--- config.mk ---
export PLATFORM = sky130hd
export DESIGN_NAME = mem_arbiter
export DESIGN_NICKNAME = d
export VERILOG_FILES = /design/src/rtl/mem_arbiter.sv
export SDC_FILE = /design/constraint.sdc
export NUM_CORES = 1
export LEC_CHECK = 0
export CAP_MARGIN = 20
export CORE_ASPECT_RATIO = 0.8
export CORE_MARGIN = 4
export CORE_UTILIZATION = 25
export CTS_CLUSTER_SIZE = 14
export DETAILED_ROUTE_END_ITERATION = 8
export GPL_TIMING_DRIVEN = 0
export HOLD_SLACK_MARGIN = 0.15
export PLACE_DENSITY = 0.87
export SETUP_SLACK_MARGIN = 0.3
export SYNTH_ARGS = -nofsm -noshare
export SYNTH_HDL_FRONTEND = slang
export SYNTH_SLANG_ARGS = --single-unit
--- constraint.sdc ---
create_clock -name clk -period 1.9 [get_ports clk]
set_clock_uncertainty 0.05 [all_clocks]
set_input_delay 0.19 -clock clk [delete_from_list [all_inputs] [get_ports clk]]
set_output_delay 0.19 -clock clk [all_outputs]
set_load 0.01 [all_outputs]
--- src/rtl/mem_arbiter.sv ---
// Purpose: shares one four-bank main memory between the I-cache and D-cache controllers, one burst at a time.
// Latency: grant is registered (1 cycle after req is sampled); rd/wr/addr/data pass through combinationally while granted.
// Backpressure: a requester without grant simply stalls; ownership only moves after every bank reports idle.
module mem_arbiter #(
   parameter int ADDR_W     = 16,
   parameter int DATA_W     = 16,
   parameter int MAX_D_WINS = 3
) (
   input  logic              clk,
   input  logic              rst,
   input  logic              i_req,
   input  logic              i_mem_rd,
   input  logic              i_mem_wr,
   input  logic [ADDR_W-1:0] i_addr,
   input  logic [DATA_W-1:0] i_data_in,
   input  logic              d_req,
   input  logic              d_mem_rd,
   input  logic              d_mem_wr,
   input  logic [ADDR_W-1:0] d_addr,
   input  logic [DATA_W-1:0] d_data_in,
   input  logic [3:0]        busy,
   output logic              i_gnt,
   output logic              d_gnt,
   output logic              mem_rd,
   output logic              mem_wr,
   output logic [ADDR_W-1:0] mem_addr,
   output logic [DATA_W-1:0] mem_data_in,
   output logic              err
);

   typedef enum logic [1:0] {
      IDLE  = 2'd0,
      GNT_I = 2'd1,
      GNT_D = 2'd2,
      DRAIN = 2'd3
   } state_t;

   // Ceiling for consecutive D wins while I waits; once reached, I wins the next tie.
   localparam logic [3:0] MAX_WINS = 4'(MAX_D_WINS);

   state_t     state_q, state_d;
   logic [3:0] starve_q, starve_d;
   logic       err_q, err_d;

   logic i_stb;
   logic d_stb;

   assign i_stb = i_mem_rd | i_mem_wr;
   assign d_stb = d_mem_rd | d_mem_wr;

   // State, starvation counter and error pulse; reset drops any grant immediately.
   always_ff @(posedge clk or posedge rst) begin
      if (rst) begin
         state_q  <= IDLE;
         starve_q <= 4'd0;
         err_q    <= 1'b0;
      end else begin
         state_q  <= state_d;
         starve_q <= starve_d;
         err_q    <= err_d;
      end
   end

   // Next-state selection: D wins ties until I has been passed over MAX_D_WINS times.
   always_comb begin
      state_d  = state_q;
      starve_d = starve_q;
      case (state_q)
         IDLE: begin
            if (i_req && d_req) begin
               if (starve_q >= MAX_WINS) begin
                  state_d  = GNT_I;
                  starve_d = 4'd0;
               end else begin
                  state_d  = GNT_D;
                  starve_d = starve_q + 4'd1;
               end
            end else if (i_req) begin
               state_d  = GNT_I;
               starve_d = 4'd0;
            end else if (d_req) begin
               // I is not waiting, so this win does not count against it.
               state_d = GNT_D;
            end
         end
         GNT_I: begin
            if (!i_req) begin
               state_d = DRAIN;
            end
         end
         GNT_D: begin
            if (!d_req) begin
               state_d = DRAIN;
            end
         end
         DRAIN: begin
            // Banks may still be finishing the last burst; hold off the next owner.
            if (busy == 4'b0000) begin
               state_d = IDLE;
            end
         end
         default: begin
            state_d = IDLE;
         end
      endcase
   end

   // Protocol checks on the current owner and the waiting side; reported one cycle later.
   always_comb begin
      err_d = 1'b0;
      case (state_q)
         GNT_I: err_d = d_stb | (i_mem_rd & i_mem_wr) | (~i_req & i_stb);
         GNT_D: err_d = i_stb | (d_mem_rd & d_mem_wr) | (~d_req & d_stb);
         default: err_d = 1'b0;
      endcase
   end

   // Grants decode from state only; memory port follows the owner and is quiet otherwise.
   always_comb begin
      i_gnt       = 1'b0;
      d_gnt       = 1'b0;
      mem_rd      = 1'b0;
      mem_wr      = 1'b0;
      mem_addr    = '0;
      mem_data_in = '0;
      case (state_q)
         GNT_I: begin
            i_gnt       = 1'b1;
            mem_rd      = i_mem_rd;
            mem_wr      = i_mem_wr;
            mem_addr    = i_addr;
            mem_data_in = i_data_in;
         end
         GNT_D: begin
            d_gnt       = 1'b1;
            mem_rd      = d_mem_rd;
            mem_wr      = d_mem_wr;
            mem_addr    = d_addr;
            mem_data_in = d_data_in;
         end
         default: begin
            i_gnt = 1'b0;
         end
      endcase
   end

   assign err = err_q;

endmodule

# Yosys cells after proc, flatten, opt, wreduce, memory -nomap -nowiden
# Index checks and enable logic that the tools add are counted.
[word_totals] regBits=7 latch_bits=0 ramBits=0 mem_bits_ro=0 inputBits=76 out_inout_bits=37 wordCells=48 mem_count=0
[op_classes] addsub=1 multipliers=0 div=0 magnitude_cmp=1 eq_ne=7 n_shift=0 mux=18 n_bitwise=12 n_reduce_logical=6
[ops] operator="one-hot mux 16 bit (2 select lines)" count=2
[ops] operator="two-way mux 2 bit" count=7
[ops] operator="two-way mux 4 bit" count=3
[ops] operator="one-hot mux 2 bit (4 select lines)" count=1
[ops] operator="!= test 2 bit (second input constant)" count=3
[ops] operator="bitwise OR 1 bit" count=6
[ops] operator="one-hot mux 1 bit (2 select lines)" count=3
[ops] operator="adder 4 x 1 -> 4 bit (second input constant)" count=1
[ops] operator="bitwise AND 1 bit" count=4
[ops] operator="== test 2 bit (second input constant)" count=2
[ops] operator="greater-or-equal comparator 4 x 2 -> 1 bit (second input constant)" count=1
[ops] operator="logical NOT 4 bit" count=1
[ops] operator="!= test 4 bit (second input constant)" count=1
[ops] operator="AND reduction 4 bit" count=1
[ops] operator="== test 2 x 1 -> 1 bit (second input constant)" count=1
[ops] operator="logical NOT 2 bit" count=1
[ops] operator="two-way mux 1 bit" count=2
[ops] operator="NOT 1 bit" count=2
[ops] operator="AND reduction 2 bit" count=1
[ops] operator="nonzero test 2 bit" count=1
[ops] operator="logical AND 1 bit" count=1

# Logic depth before layout (Yosys ltp)
# Gate-level depths: netlist (run 1).
[depth] word_depth=4 ltp_mapped=6 ltp_nobuf=5

# Least setup slack after synthesis (run 1)
# No wires, ideal clock.
[synth_timing] kind="register to output" startpoint="register state_q[0]" endpoint="output mem_addr[0]" t_arrival_ps=1447 path_slack_ps=213 path_stages_with_launch=7 n_path_buf=2 path_cell_list="dfrtp_1 > inv_1 > ha_1 > buf_2 > buf_1 > a22oi_1 > nor2_1"
[synth_via] elab_chain_len=2
[synth_rtl] item="start: declaration" line="41" text="state_t state_q, state_d;"
[synth_rtl] item="start signal: assignment" line="58" text="state_q <= state_d;"
[synth_rtl] item="== test 2 bit / == test 2 x 1 -> 1 bit (equally long branches)" line="126" text="case (state_q)"
[synth_rtl] item="one-hot mux 16 bit (2 select lines) *" line="126"
[synth_rtl] item="end: declaration" line="26" text="output logic [ADDR_W-1:0] mem_addr,"
# Every way passes the cells marked *; elsewhere a longest branch is shown, timed or not.

# Worst setup path after layout (run 1)
[layout_timing] startpoint="register state_q[1]" endpoint="output mem_data_in[13]"
[layout_via] elab_chain_len=2
[layout_rtl] item="== test 2 bit / == test 2 x 1 -> 1 bit (equally long branches)" line="126"
[layout_rtl] item="one-hot mux 16 bit (2 select lines) *" line="126"
[layout_rtl] item="end: declaration" line="27" text="output logic [DATA_W-1:0] mem_data_in,"
# Marked as above.

==> results of run 1 <==
-- power breakdown --
part,leakage (nW),internal (W),switching [W]
Sequential,0.0892,0.000205,0.0000544
Combinational,0.955,0.00200,0.00169
Clock,0.0228,0.000146,0.0000758
-- final cells by class --
cell class | count | area share (%)
Buffer | 11 | 7.92
Clock buffer | 4 | 1.78
Inverter | 5 | 1.34
Multi-Input combinational cell | 98 | 35.3
Sequential cell | 7 | 6.98
Tap cell | 40 | 1.98
Timing Repair Buffer | 127 | 44.4
Timing Repair inverter | 1 | 0.347
-- cell usage after synthesis, drive strengths merged, types with 3 or more instances --
| master | number | area share [%] |
|---|---|---|
| inv | 4 | 1.7 |
| ha | 5 | 7.2 |
| nor2 | 34 | 15 |
| dfrtp | 7 | 20 |
| a22oi | 35 | 30 |
| o22ai | 3 | 2.2 |
| o21ai | 3 | 1.7 |
| and2 | 3 | 2.2 |
| nand2 | 5 | 2.2 |
| clkbuf | 3 | 1.3 |
| buf | 8 | 3.7 |
-- routing by layer --
metal,vias up,part of all wire [%],wire [um]
met2,82,52,2640
met3,9,12,616
met5,-,0,0
met4,0,2.1,106
li1,716,-,-
met1,693,33,1680
-- sequential cells by signal, indices dropped and copies added (netlist names) --
register and cells:
starve_q 4, err 1, state_q 2
-- worst max-delay path by stage --
stage                           from              end  slack, ns  cells after the start
after floorplan           state_q[0]       state_q[0]       0.32                      6
after global placement    state_q[0]           mem_wr      -0.35                      6
after detailed placement  state_q[0]      mem_addr[2]      -0.38                      6
after CTS                 state_q[0]      mem_addr[4]       0.12                      7
after global routing      state_q[1]  mem_data_in[13]       0.01                      7
final                     state_q[1]  mem_data_in[13]       0.06                      7
-- worst reg2reg max path, cell delays in order, from the launching register on --
cell	delay, ns
dfrtp_1	0.42
inv_2	0.10
ha_4	0.19
buf_8	0.13
buf_4	0.13
a22oi_2	0.16
o311ai_4	0.15
mux2_4	0.33
-- placed cells by master (no fill, tap or decap), types with 2 or more instances in the layout --
| cell type | count |
|---|---|
| clkdlybuf4s50_1 | 76 |
| a22oi_2 | 34 |
| buf_2 | 34 |
| nor2_1 | 18 |
| nor2_2 | 16 |
| buf_4 | 10 |
| buf_8 | 7 |
| dfrtp_1 | 6 |
| nand2_1 | 5 |
| and2_1 | 3 |
| o22ai_1 | 3 |
| o21ai_0 | 3 |
| clkbuf_16 | 3 |
| ha_4 | 3 |
| clkbuf_8 | 3 |
| inv_1 | 2 |
| ha_1 | 2 |
| bufbuf_16 | 2 |
| buf_6 | 2 |
| dlygate4sd2_1 | 2 |
-- kinds of logic (layout without fill, tap and decap cells) --
logic type               after synthesis  in the layout
AO/OA/AOI/OAI                         46             46
adder cells (fa/ha/maj)                5              5
buffers and inverters                 16            148
flip-flops                             7              7
multiplexers                           2              2
AND/OR/NAND/NOR                       45             45
-- metrics by stage --
stage | total power [W] | setup WS (ns) | TNS (ns) | utilization (%)
6_report | 0.00418 | 0.0602 | 0 | 78.4
3_5_place_dp | 0.00271 | -0.379 | -11.12 | 64.1
3_3_place_gp | 0.00267 | -0.354 | -10.18 | 64.1
2_1_floorplan | 0.00155 | 0.319 | 0 | -
5_1_grt | 0.00444 | 0.0139 | 0 | 78.4
4_1_cts | 0.00369 | 0.116 | 0 | 73.7
-- what timing repair did --
item | in CTS | in global routing
gates cloned | 2 | 2
hold buffers | 1 | 0
resized for setup | 205 | 30
setup buffers | 8 | 3
pin swaps | 1 | 16
setup endpoints to repair | 37 | 36
hold endpoints to repair | 7 | 0
==> results.md, run 1 <==
GRT:
- The global routing stage identified its most utilized layer as met2.
- The number of antenna violations at the first check in global routing is 0.
- The total congestion overflow is 0.
- The largest net degree at the start of global routing is 11.
- The first-pass GRT wire length is between 6000 and 7000 um.
- The global-route total usage across every layer is about a fifth.
- Global routing consumed, on the met3 layer, under 10% of the routing resources.
- The met1 usage in global routing is between 10% and 20%.
- The number of global-route vias before repair came to around 1,600.
- The met2 layer usage reported by global route is around two fifths.

Floorplanning:
- The floorplan step set the die height to 60.8 um.
- The count of standard-cell rows is 18.
- The number of primary I/O pins is approximately 110.
- The area of the die is between 4000 and 5000 um2.
- From left edge to right edge, the die measures roughly 74 um.
- In this run the standard cell core region covers 3220 um2.
- Once the floorplan was initialized, standard cells occupied a little over a quarter of the core.

Logic synthesis:
- Counting every net in the synthesized netlist gives approximately 200.
- The mean instance size in the synthesized netlist is 7.20 um2.
- After synthesis, the largest family of logic cells by area is compound AO/OA/AOI/OAI gates.
- In the synthesized netlist, the number of instances is approximately 120.
- In the synthesized netlist the async set-or-reset flop fraction comes to 100%.
- Of the total synthesized cell area, the portion taken by full adders, half adders and majority gates is slightly above 7%.
- The dominant synthesized flop cell is dfrtp_1.
- The number of different library cells in the post-synthesis netlist is 23.
- After synthesis, the share of cell area in mux cells is about 2.9%.
- Summing every instance area after synthesis gives around 870 um2.
- The xor-xnor portion of the synthesized cell area is 0%.
- In this run, synthesis inferred 0 flip-flops with an integrated enable.
- Summing the areas of all compound-gate instances in the mapped netlist gives 40.7% of the synthesized area.
- The simple logic cell fraction of the synthesized area is between 20% and 30%.
- After synthesis the netlist holds a flip-flop and latch count of 7.
- The total of warnings raised by yosys is 0.
- The sequential area share after synthesis is between 20 and 25%.

Drt:
- The first detailed-routing pass ran for 4 iterations.
- Summing over every cut layer, the via total after detailed routing is 1,500.
- In the final routed layout, each cell accounts on average for ~17 um.
- The post-detailed-route DRC marker count is 0.
- After the first detailed-routing iteration, the DRC count stood at 27.
- Using the TritonRoute via totals, the vias-per-cell ratio works out to a little over 5.
- The detail route stage leaves a number of antenna-violating nets equal to 0.
- The sum of routed wire length over all layers is around 5000 um.

Worst setup path:
- The slowest library cell on the worst path is dfrtp_1.
- Data on the critical path arrives at its endpoint at 1.60 ns.
- The critical path goes through inv_2 > ha_4 > buf_8 > buf_8 > a22oi_1 > nor2_1 > buf_2.
- The critical path buffer and inverter count is 4.
- The most prevalent standard cell on the critical path is buf_8.
- The data required time of the critical path is roughly 1.7 ns.
- The cell family contributing the most delay on the critical path is buffers and inverters.
- The worst setup path is captured at a primary output.
- The delay of the slowest cell on the worst path is 0.42 ns.
- The critical register-to-register path endpoint is state_q[0].
- The type of element launching the critical path is a flop.
- The setup check on the worst reg-to-reg path leaves a slack of about 0.12 ns.
- The worst register-to-register path begins at state_q[1].
- The path depth of the worst reg2reg path is 7.
- The worst-path maximum fanout is 10.
- The setup path with the least slack is of type reg -> out.

Final layout:
- The number of nets in the layout is 335.
- The area added between synthesis and finish is 190%.
- With fillers left out, the area of the finished cells amounts to approximately 2500 um2.
- The layout filler cell count is between 200 and 250.
- The count of placed standard cells in the final layout, fillers left out is a little under 300.
- Across the whole layout, storage elements account for around 180 um2.
- The count of inserted antenna diode cells is 0.
- The multi-input gate area in the final layout is between 800 and 900 um2.
- The share of final-layout standard cells stronger than drive strength 1 is 49.4%.

Clock tree:
- At the later pin of the worst-skew pair, clock insertion delay measures 0.24 ns.
- The TritonCTS clock tree is done.
- The maximum buffer depth of the clock tree is 2.
- The CTS buffer count is 3.
- The tree built by TritonCTS fans out to 7 sinks.
- The clock root buffer master is clkbuf_8.
- The clock transition at the registers of the reported paths is 0.05 ns.
- The H-tree level count is 1.

Timing:
- The worst path needs approximately 1.8 ns of the cycle, external delays included.
- The final hold violation count was 0.
- Setup repair after global routing could not meet its margin everywhere.
- The final max-slew violation count is 0.
- At the pin with the least slew margin, the transition time is around 0.39 ns.
- The smallest hold slack is between 0.4 and 0.5 ns.
- Setup violations remaining at the end of the flow were counted as 0.
- The remaining max-slew budget at the tightest pin is between 70% and 80%.
- The maximum clock frequency is about 540 MHz.
- In the finished design, the share of the clock period the worst path needs comes to a little over nine tenths.

Worst hold path:
- The kind of path behind the tightest hold check is reg -> reg.
- The worst hold path endpoint is starve_q[1].
- The cell count of the worst hold path is 2.
- The startpoint of the most critical hold path is starve_q[1].

Pwr:
- The maximum vdd drop is about 0.96 mV.
- The leakage power figure is around 1.1 nW.
- The areal power density over the cells is about 1700 nW/um2.

Placed design:
- The cell total after placement is around 270.
- The HPWL after detailed placement is roughly 3300 um.
- The count of buffers inserted at the top-level ports is ~110.
- Once placement finished, the instance area stood at around 2100 um2.
- The congestion estimate from routability-driven global placement came to 0.827.

Outcome:
- The run finished with clean final reports.

Flow run:
- The max-capacitance violation count is 0.
Note: power is estimated with default switching activity, not from simulation.
==> run 2, diff against run 1 <==
Settings changed: RECOVER_POWER set to 100.
==> run 2 against run 1 <==
Via count grew 0.33%. Core utilization shrank 0.50 points. Sequential share of layout area is essentially flat. Power shrank 1.1%. Non-clock buffer count is the same. Clock-buffer cell count is the same. Clock power is essentially flat. Setup slack lost 0.00062 ns. Final cell count is the same. Fmax is essentially flat. Critical path type unchanged. Critical endpoint unchanged. Largest cell class unchanged.
==> results.md, run 2 (synthesis results as in run 1) <==
Worst setup path:
- The worst endpoint data arrival time is 1.60 ns (about the same).
- The slowest library cell on the worst path is dfrtp_1.
- The category of the most critical setup path is reg -> out.
- The data required time of the critical path is 1.66 ns (about the same).
- Traced cell by cell, the critical path runs through inv_2 > ha_4 > buf_8 > buf_8 > a22oi_1 > nor2_1 > buf_2.
- The reg2reg setup slack is 0.13 ns (about the same).
- The worst-path maximum fanout was 10 (unchanged).
- The delay of the slowest cell on the worst path is 0.42 ns (about the same).
- The critical path buffer and inverter count was 4 (unchanged).
- The kind of capture point of the worst setup path is a primary output.
- The dominant delay contributor by cell family on the critical path is buffers and inverters.
- The type of element launching the critical path is a flop.
- The critical register-to-register path endpoint is state_q[0].
- The most prevalent standard cell on the critical path is buf_8.
- The path depth of the worst reg2reg path is 7 (unchanged).
- The reg-to-reg critical path startpoint is state_q[1].

Floorplanning:
- The number of primary I/O pins is 113 (unchanged).
- The area of the die is 4500 um2 (unchanged).
- The vertical extent of the die was 60.8 um (unchanged).
- The starting utilization of the core area is 27.0% (unchanged).
- The x dimension of the die is 74.0 um (unchanged).
- The core footprint was 3220 um2 (unchanged).
- The count of standard-cell rows is 18 (unchanged).

Pwr:
- The proportion of power drawn by flip-flops and latches is 6.3% (about the same).
- The leakage power figure is 1.05 nW (-1.3%).
- The design internal power was 0.00232 W (-1.3%).
- The switching power summed over all nets was 0.00181 W (-0.90%).
- The maximum vdd drop is 0.957 mV (-0.25%).
- The areal power density over the cells is 1640 nW/um2 (-0.51%).
- The switching share of power came to 43.8% (+0.11 points).
- The logic gate share of total power is 88.4% (about the same).
- The clock group share of total power is 5.4% (about the same).

Placed design:
- The count of buffers inserted at the top-level ports is 112 (unchanged).
- The weighted congestion reported at the end of routability-driven placement is 0.827 (unchanged).
- The cell total after placement is 273 (unchanged).
- The placed wire-length estimate is 3320 um (unchanged).

Clock tree:
- The TritonCTS clock tree is done.
- The clock root buffer master is clkbuf_8.
- The clock sink count came to 7 (unchanged).
- The maximum buffer depth of the clock tree came to 2 (unchanged).
- The H-tree level count is 1 (unchanged).
- The clock network latency to the later pin of the worst-skew pair was 0.24 ns (about the same).
- The clock transition at the registers of the reported paths is 0.04 ns (about the same).
- The CTS buffer count is 3 (unchanged).

Worst hold path:
- The startpoint identified for the worst hold timing path is starve_q[1].
- The cell count of the worst hold path was 2 (unchanged).
- In this run the worst hold path is classified as reg -> reg.
- The worst hold path endpoint is starve_q[1].

Timing:
- The post-route fraction of the period consumed by the critical path is 96.9% (about the same).
- The post-layout minimum cycle time came to 1.84 ns (+0.000616 ns).
- The final hold violation count is 0 (unchanged).
- The final max-slew violation count was 0 (unchanged).
- The remaining max-slew budget at the tightest pin is 75.0% (+1.5 points).
- The count of endpoints failing setup in the final report came to 0 (unchanged).
- The maximum clock frequency came to 543 MHz (about the same).
- Setup repair after global routing could not meet its margin everywhere.
- The slew at the pin closest to its max-slew limit was 0.373 ns (-0.0199 ns).

Drt:
- The violation count after the first detailed-route iteration was 27 (unchanged).
- The average detailed-routed wire length per instance is 17.3 um (+0.42%).
- The via count of the routed design is 1,505 (+0.33%).
- The number of routed nets with antenna violations is 0 (unchanged).
- The average via count per standard cell came to 5.14 (+0.33%).
- The number of detailed-route iterations in the first pass is 4 (unchanged).
- The sum of routed wire length over all layers came to 5060 um (+0.42%).
- The post-detailed-route DRC marker count is 0 (unchanged).

Final layout:
- The multi-input gate area in the final layout is 881 um2 (-1.1%).
- The register area came to 176 um2 (unchanged).
- The count of inserted antenna diode cells was 0 (unchanged).
- The library cell used most frequently in the layout, excluding fill and tap cells, is clkdlybuf4s50_1.
- The share of final-layout standard cells stronger than drive strength 1 is 48.6% (-0.79 points).
- The count of placed standard cells in the final layout, fillers left out is 293 (unchanged).
- The layout filler cell count is 237 (+2.2%).
- From synthesis to final layout, the design area changed by 188%.
- More flip-flops sit in one register than any other, and that register is starve_q.
- In the layout the commonest cells are clkdlybuf4s50_1, a22oi_2, buf_2.
- The number of nets in the layout is 335 (unchanged).
- The flip-flop count of the largest register after layout came to 4 (unchanged).
- The share of the core filled with cells in the final layout is 77.9% (-0.50 points).

Outcome:
- The run finished with clean final reports.

GRT:
- The first-pass GRT wire length came to 6840 um (unchanged).
- The number of antenna violations at the first check in global routing was 0 (unchanged).
- The global-route total usage across every layer was 20.3% (unchanged).
- The total congestion overflow came to 0 (unchanged).
- The number of global-route vias before repair came to 1,586 (unchanged).
- The largest net degree at the start of global routing is 11 (unchanged).

Flow run:
- The max-capacitance violation count is 0 (unchanged).
-- run 2: changes by cell type in the layout (fill, tap and decap cells not counted) --
cell / before / now
dlygate4sd3_1: 1 / 3
and2_1: 3 / 2
o311ai_2: 0 / 1
buf_6: 2 / 3
o311ai_4: 1 / 0
buf_2: 34 / 32
and2_0: 0 / 1
clkbuf_1: 1 / 3
buf_8: 7 / 6
clkdlybuf4s50_1: 76 / 74
-- run 2: how the worst max path moves through the flow --
stage / start / end / slack, ns / cells past startpoint
6_report: state_q[1] / mem_data_in[13] / 0.06 / 7
5_1_grt: state_q[0] / mem_data_in[4] / 0.005 / 7
4_1_cts: state_q[0] / mem_addr[4] / 0.12 / 7
3_5_place_dp: state_q[0] / mem_addr[2] / -0.38 / 6
3_3_place_gp: state_q[0] / mem_wr / -0.35 / 6
2_1_floorplan: state_q[0] / state_q[0] / 0.32 / 6
-- run 2: stage by stage --
stage	setup WS, ns	TNS [ns]	power (W)	hold WS, ns	instance area (um2)
3_3_place_gp	-0.354	-10.18	0.00267	0.390	2060
4_1_cts	0.116	0	0.00369	0.438	2370
6_report	0.0596	0	0.00413	0.434	2510
3_5_place_dp	-0.379	-11.12	0.00271	0.393	2060
2_1_floorplan	0.319	0	0.00155	-0.0566	892
5_1_grt	0.00477	0	0.00440	0.488	2510
-- run 2: power groups by stage --
stage,Clock (W),Sequential [W],Combinational [W]
after global routing,0.000240,0.000267,0.00389
after CTS,0.000223,0.000256,0.00321
after detailed placement,0,0.000241,0.00247
after floorplan,0,0.000237,0.00131
after global placement,0,0.000238,0.00243
final,0.000221,0.000259,0.00365
-- run 2: area by class of cell --
class | count | area share [%]
Sequential cell | 7 | 7.03
Multi-Input combinational cell | 98 | 35.1
Clock buffer | 4 | 1.79
Buffer | 11 | 7.83
Inverter | 5 | 1.35
Timing Repair Buffer | 127 | 44.6
Tap cell | 40 | 1.99
Timing Repair inverter | 1 | 0.349
-- run 2: worst reg2reg max path, stage by stage, from the launching register on --
cell and delay (ns):
dfrtp_1 0.42, inv_2 0.11, ha_4 0.19, buf_8 0.13, buf_4 0.13, a22oi_2 0.12
o311ai_2 0.17, mux2_4 0.34
-- run 2: metal layers --
metal,track usage [%],wire [um]
met5,0,0
met2,40.4,2640
met4,10.3,106
met1,17.7,1680
met3,7.78,629
-- run 2: timing repair --
item | CTS | global route
pin swaps | 1 | 16
gates cloned | 2 | 2
endpoints found under the setup margin | 37 | 36
hold buffers | 1 | 0
endpoints found under the hold margin | 7 | 0
resized for setup | 205 | 30
setup buffers | 8 | 3
==> run 3, diff against run 2 <==
Settings changed: CORE_ASPECT_RATIO 0.8 to unset.
==> run 3 against run 2 <==
Global-route usage is 1.8 points lower. Fmax hardly changed. Clock-buffer cell count stayed put. Critical endpoint is now mem_data_in[11]. Hold slack better by 0.0042 ns. First-iteration DRC count stayed put. Sequential share of layout area is 0.24 points higher. Largest power group unchanged. Routed wire length is 4.0% lower. Critical path depth stayed put. Die area is 0.13% lower.
==> results.md, run 3 (synthesis results as in run 1) <==
Worst hold path:
- For hold timing, the worst endpoint is starve_q[1].
- The cell count of the worst hold path was 2 (unchanged).
- The path class of the tightest hold or removal check is reg -> reg.
- The startpoint identified for the worst hold timing path is starve_q[1].

Final layout:
- The commonest non-fill, non-tap cell in the layout is clkdlybuf4s50_1.
- The number of nets in the layout is 330 (-1.5%).
- The area added between synthesis and finish is 177%.
- The register with the most flip-flops is starve_q.
- The share of final-layout standard cells stronger than drive strength 1 came to 43.5% (-5.1 points).
- The count of inserted antenna diode cells is 0 (unchanged).
- The library cells used most frequently in the layout, excluding fill and tap cells, are clkdlybuf4s50_1, a22oi_2, buf_2.
- The post-route cell area is 2410 um2 (-3.9%).
- The layout filler cell count is 297 (+25%).
- The flip-flop count of the largest register after layout is 4 (unchanged).

Timing:
- The maximum clock frequency was 543 MHz (about the same).
- The total negative slack for setup checks is 0 ns (unchanged).
- The slew at the pin closest to its max-slew limit is 0.478 ns (+0.104 ns).
- Setup repair after global routing could not meet its margin everywhere.
- The count of endpoints failing setup in the final report is 0 (unchanged).
- The post-layout minimum cycle time is 1.84 ns (+0.00159 ns).
- The final hold violation count is 0 (unchanged).
- The remaining max-slew budget at the tightest pin is 68.1% (-7.0 points).
- The post-route fraction of the period consumed by the critical path is 96.9% (about the same).
- The final max-slew violation count is 0 (unchanged).

GRT:
- The number of antenna violations at the first check in global routing was 0 (unchanged).
- The number of global-route vias before repair is 1,415 (-11%).
- The largest net degree at the start of global routing is 11 (unchanged).
- The first-pass GRT wire length was 6510 um (-4.7%).
- The global-route total usage across every layer is 18.5% (-1.8 points).
- The total congestion overflow is 0 (unchanged).

Floorplanning:
- The number of primary I/O pins came to 113 (unchanged).
- The count of standard-cell rows is 21 (+3).
- The area of the die is 4490 um2 (-0.13%).
- The vertical extent of the die is 67.0 um (+10%).
- The starting utilization of the core area was 25.9% (-1.1 points).
- The core footprint is 3360 um2 (+4.4%).
- The x dimension of the die is 67.0 um (-9.4%).

Placed design:
- The weighted congestion reported at the end of routability-driven placement is 0.791 (-4.3%).
- The post-place instance area is 2070 um2 (+0.36%).
- The placed wire-length estimate is 3440 um (+3.6%).
- The count of buffers inserted at the top-level ports was 112 (unchanged).

Pwr:
- The areal power density over the cells is 1540 nW/um2 (-6.1%).
- The maximum vdd drop is 0.763 mV (-20%).
- The leakage power figure is 0.993 nW (-5.7%).

Drt:
- The number of routed nets with antenna violations is 0 (unchanged).
- The violation count after the first detailed-route iteration is 27 (unchanged).
- The average detailed-routed wire length per instance is 16.5 um (-4.3%).
- The sum of routed wire length over all layers was 4860 um (-4.0%).
- The average via count per standard cell is 4.92 (-4.2%).
- The post-detailed-route DRC marker count is 0 (unchanged).
- The via count of the routed design is 1,446 (-3.9%).
- The number of detailed-route iterations in the first pass is 4 (unchanged).

Worst setup path:
- The path depth of the worst reg2reg path is 7 (unchanged).
- The critical path is of the reg -> out type.
- The critical register-to-register path endpoint is state_q[0].
- The startpoint identified for the worst register-to-register timing path is state_q[1].
- The worst endpoint data arrival time is 1.60 ns (about the same).
- The worst-path maximum fanout is 10 (unchanged).
- The data required time of the critical path is 1.66 ns (about the same).
- The type of element launching the critical path is a flop.
- The reg2reg setup slack is 0.09 ns (-0.04 ns).
- The kind of capture point of the worst setup path is a primary output.

Clock tree:
- TritonCTS built the clock tree.
- The clock sink count is 7 (unchanged).
- The H-tree level count is 1 (unchanged).
- The maximum buffer depth of the clock tree came to 2 (unchanged).
- CTS placed an instance of clkbuf_4 at the clock tree root.
- The CTS buffer count is 3 (unchanged).
- The clock transition at the registers of the reported paths is 0.05 ns (about the same).
- The clock network latency to the later pin of the worst-skew pair was 0.24 ns (about the same).

Flow run:
- The max-capacitance violation count is 0 (unchanged).

Outcome:
- The run finished with clean final reports.
==> run 3: area by class of cell <==
| class | instances | area, um2 | area share (%) |
|---|---|---|---|
| tap | 46 | 57.6 | 2.39 |
| buffer | 11 | 189 | 7.84 |
| timing repair inverter | 1 | 8.76 | 0.363 |
| multi-input combinational | 98 | 865 | 35.9 |
| sequential | 7 | 175 | 7.27 |
| inverter | 5 | 21.3 | 0.882 |
| clock buffer | 4 | 26.3 | 1.09 |
| timing repair buffer | 122 | 1070 | 44.3 |
==> run 3: stage by stage <==
step                hold WS [ns]  std cells  power, W  worst slack, ns  utilization, %
floorplan                -0.0566        121   0.00155            0.319               -
global placement           0.384        279   0.00267           -0.348            61.6
detailed placement         0.390        279   0.00271           -0.385            61.6
CTS                        0.443        293   0.00356           0.0631            69.9
global route               0.458        294   0.00397          -0.0228            71.7
finish                     0.439        294   0.00372           0.0580            71.7
==> run 3: power by group <==
group / internal (W) / leakage, nW / switching (W)
Combinational: 0.00173 / 0.887 / 0.00161
Clock: 0.0000800 / 0.0150 / 0.0000523
Sequential: 0.000202 / 0.0903 / 0.0000406
==> run 3: routing by layer <==
metal | GRT usage [%] | wire length [um] | vias to the layer above
met3 | 5.56 | 494 | 2
met1 | 18.4 | 1670 | 679
met5 | 0 | 0 | -
met2 | 37.5 | 2670 | 63
li1 | - | - | 702
met4 | 2.28 | 19 | 0
==> run 3: critical path, cell delays in order, from the launching register on <==
cell and delay, ns:
dfrtp_1 0.41, buf_6 0.13, ha_4 0.15, buf_6 0.13, buf_6 0.15, a22oi_2 0.18
nor2_1 0.07, buf_2 0.14
==> run 3: repair_timing <==
item                                   in CTS  in global routing
hold buffers                                1                  0
resized for setup                         207                 22
setup endpoints to repair                  37                 37
endpoints found under the hold margin       7                  0
gates cloned                                4                  1
pin swaps                                  11                  5
setup buffers                               5                  0
==> run 3: worst max-delay path by stage <==
stage,depth (start not counted),slack (ns),endpoint,startpoint
6_report,7,0.06,mem_data_in[11],state_q[1]
5_1_grt,7,-0.02,mem_data_in[11],state_q[0]
4_1_cts,6,0.06,mem_data_in[0],state_q[0]
3_5_place_dp,6,-0.38,mem_data_in[3],state_q[0]
3_3_place_gp,6,-0.35,mem_data_in[4],state_q[0]
2_1_floorplan,6,0.32,state_q[0],state_q[0]
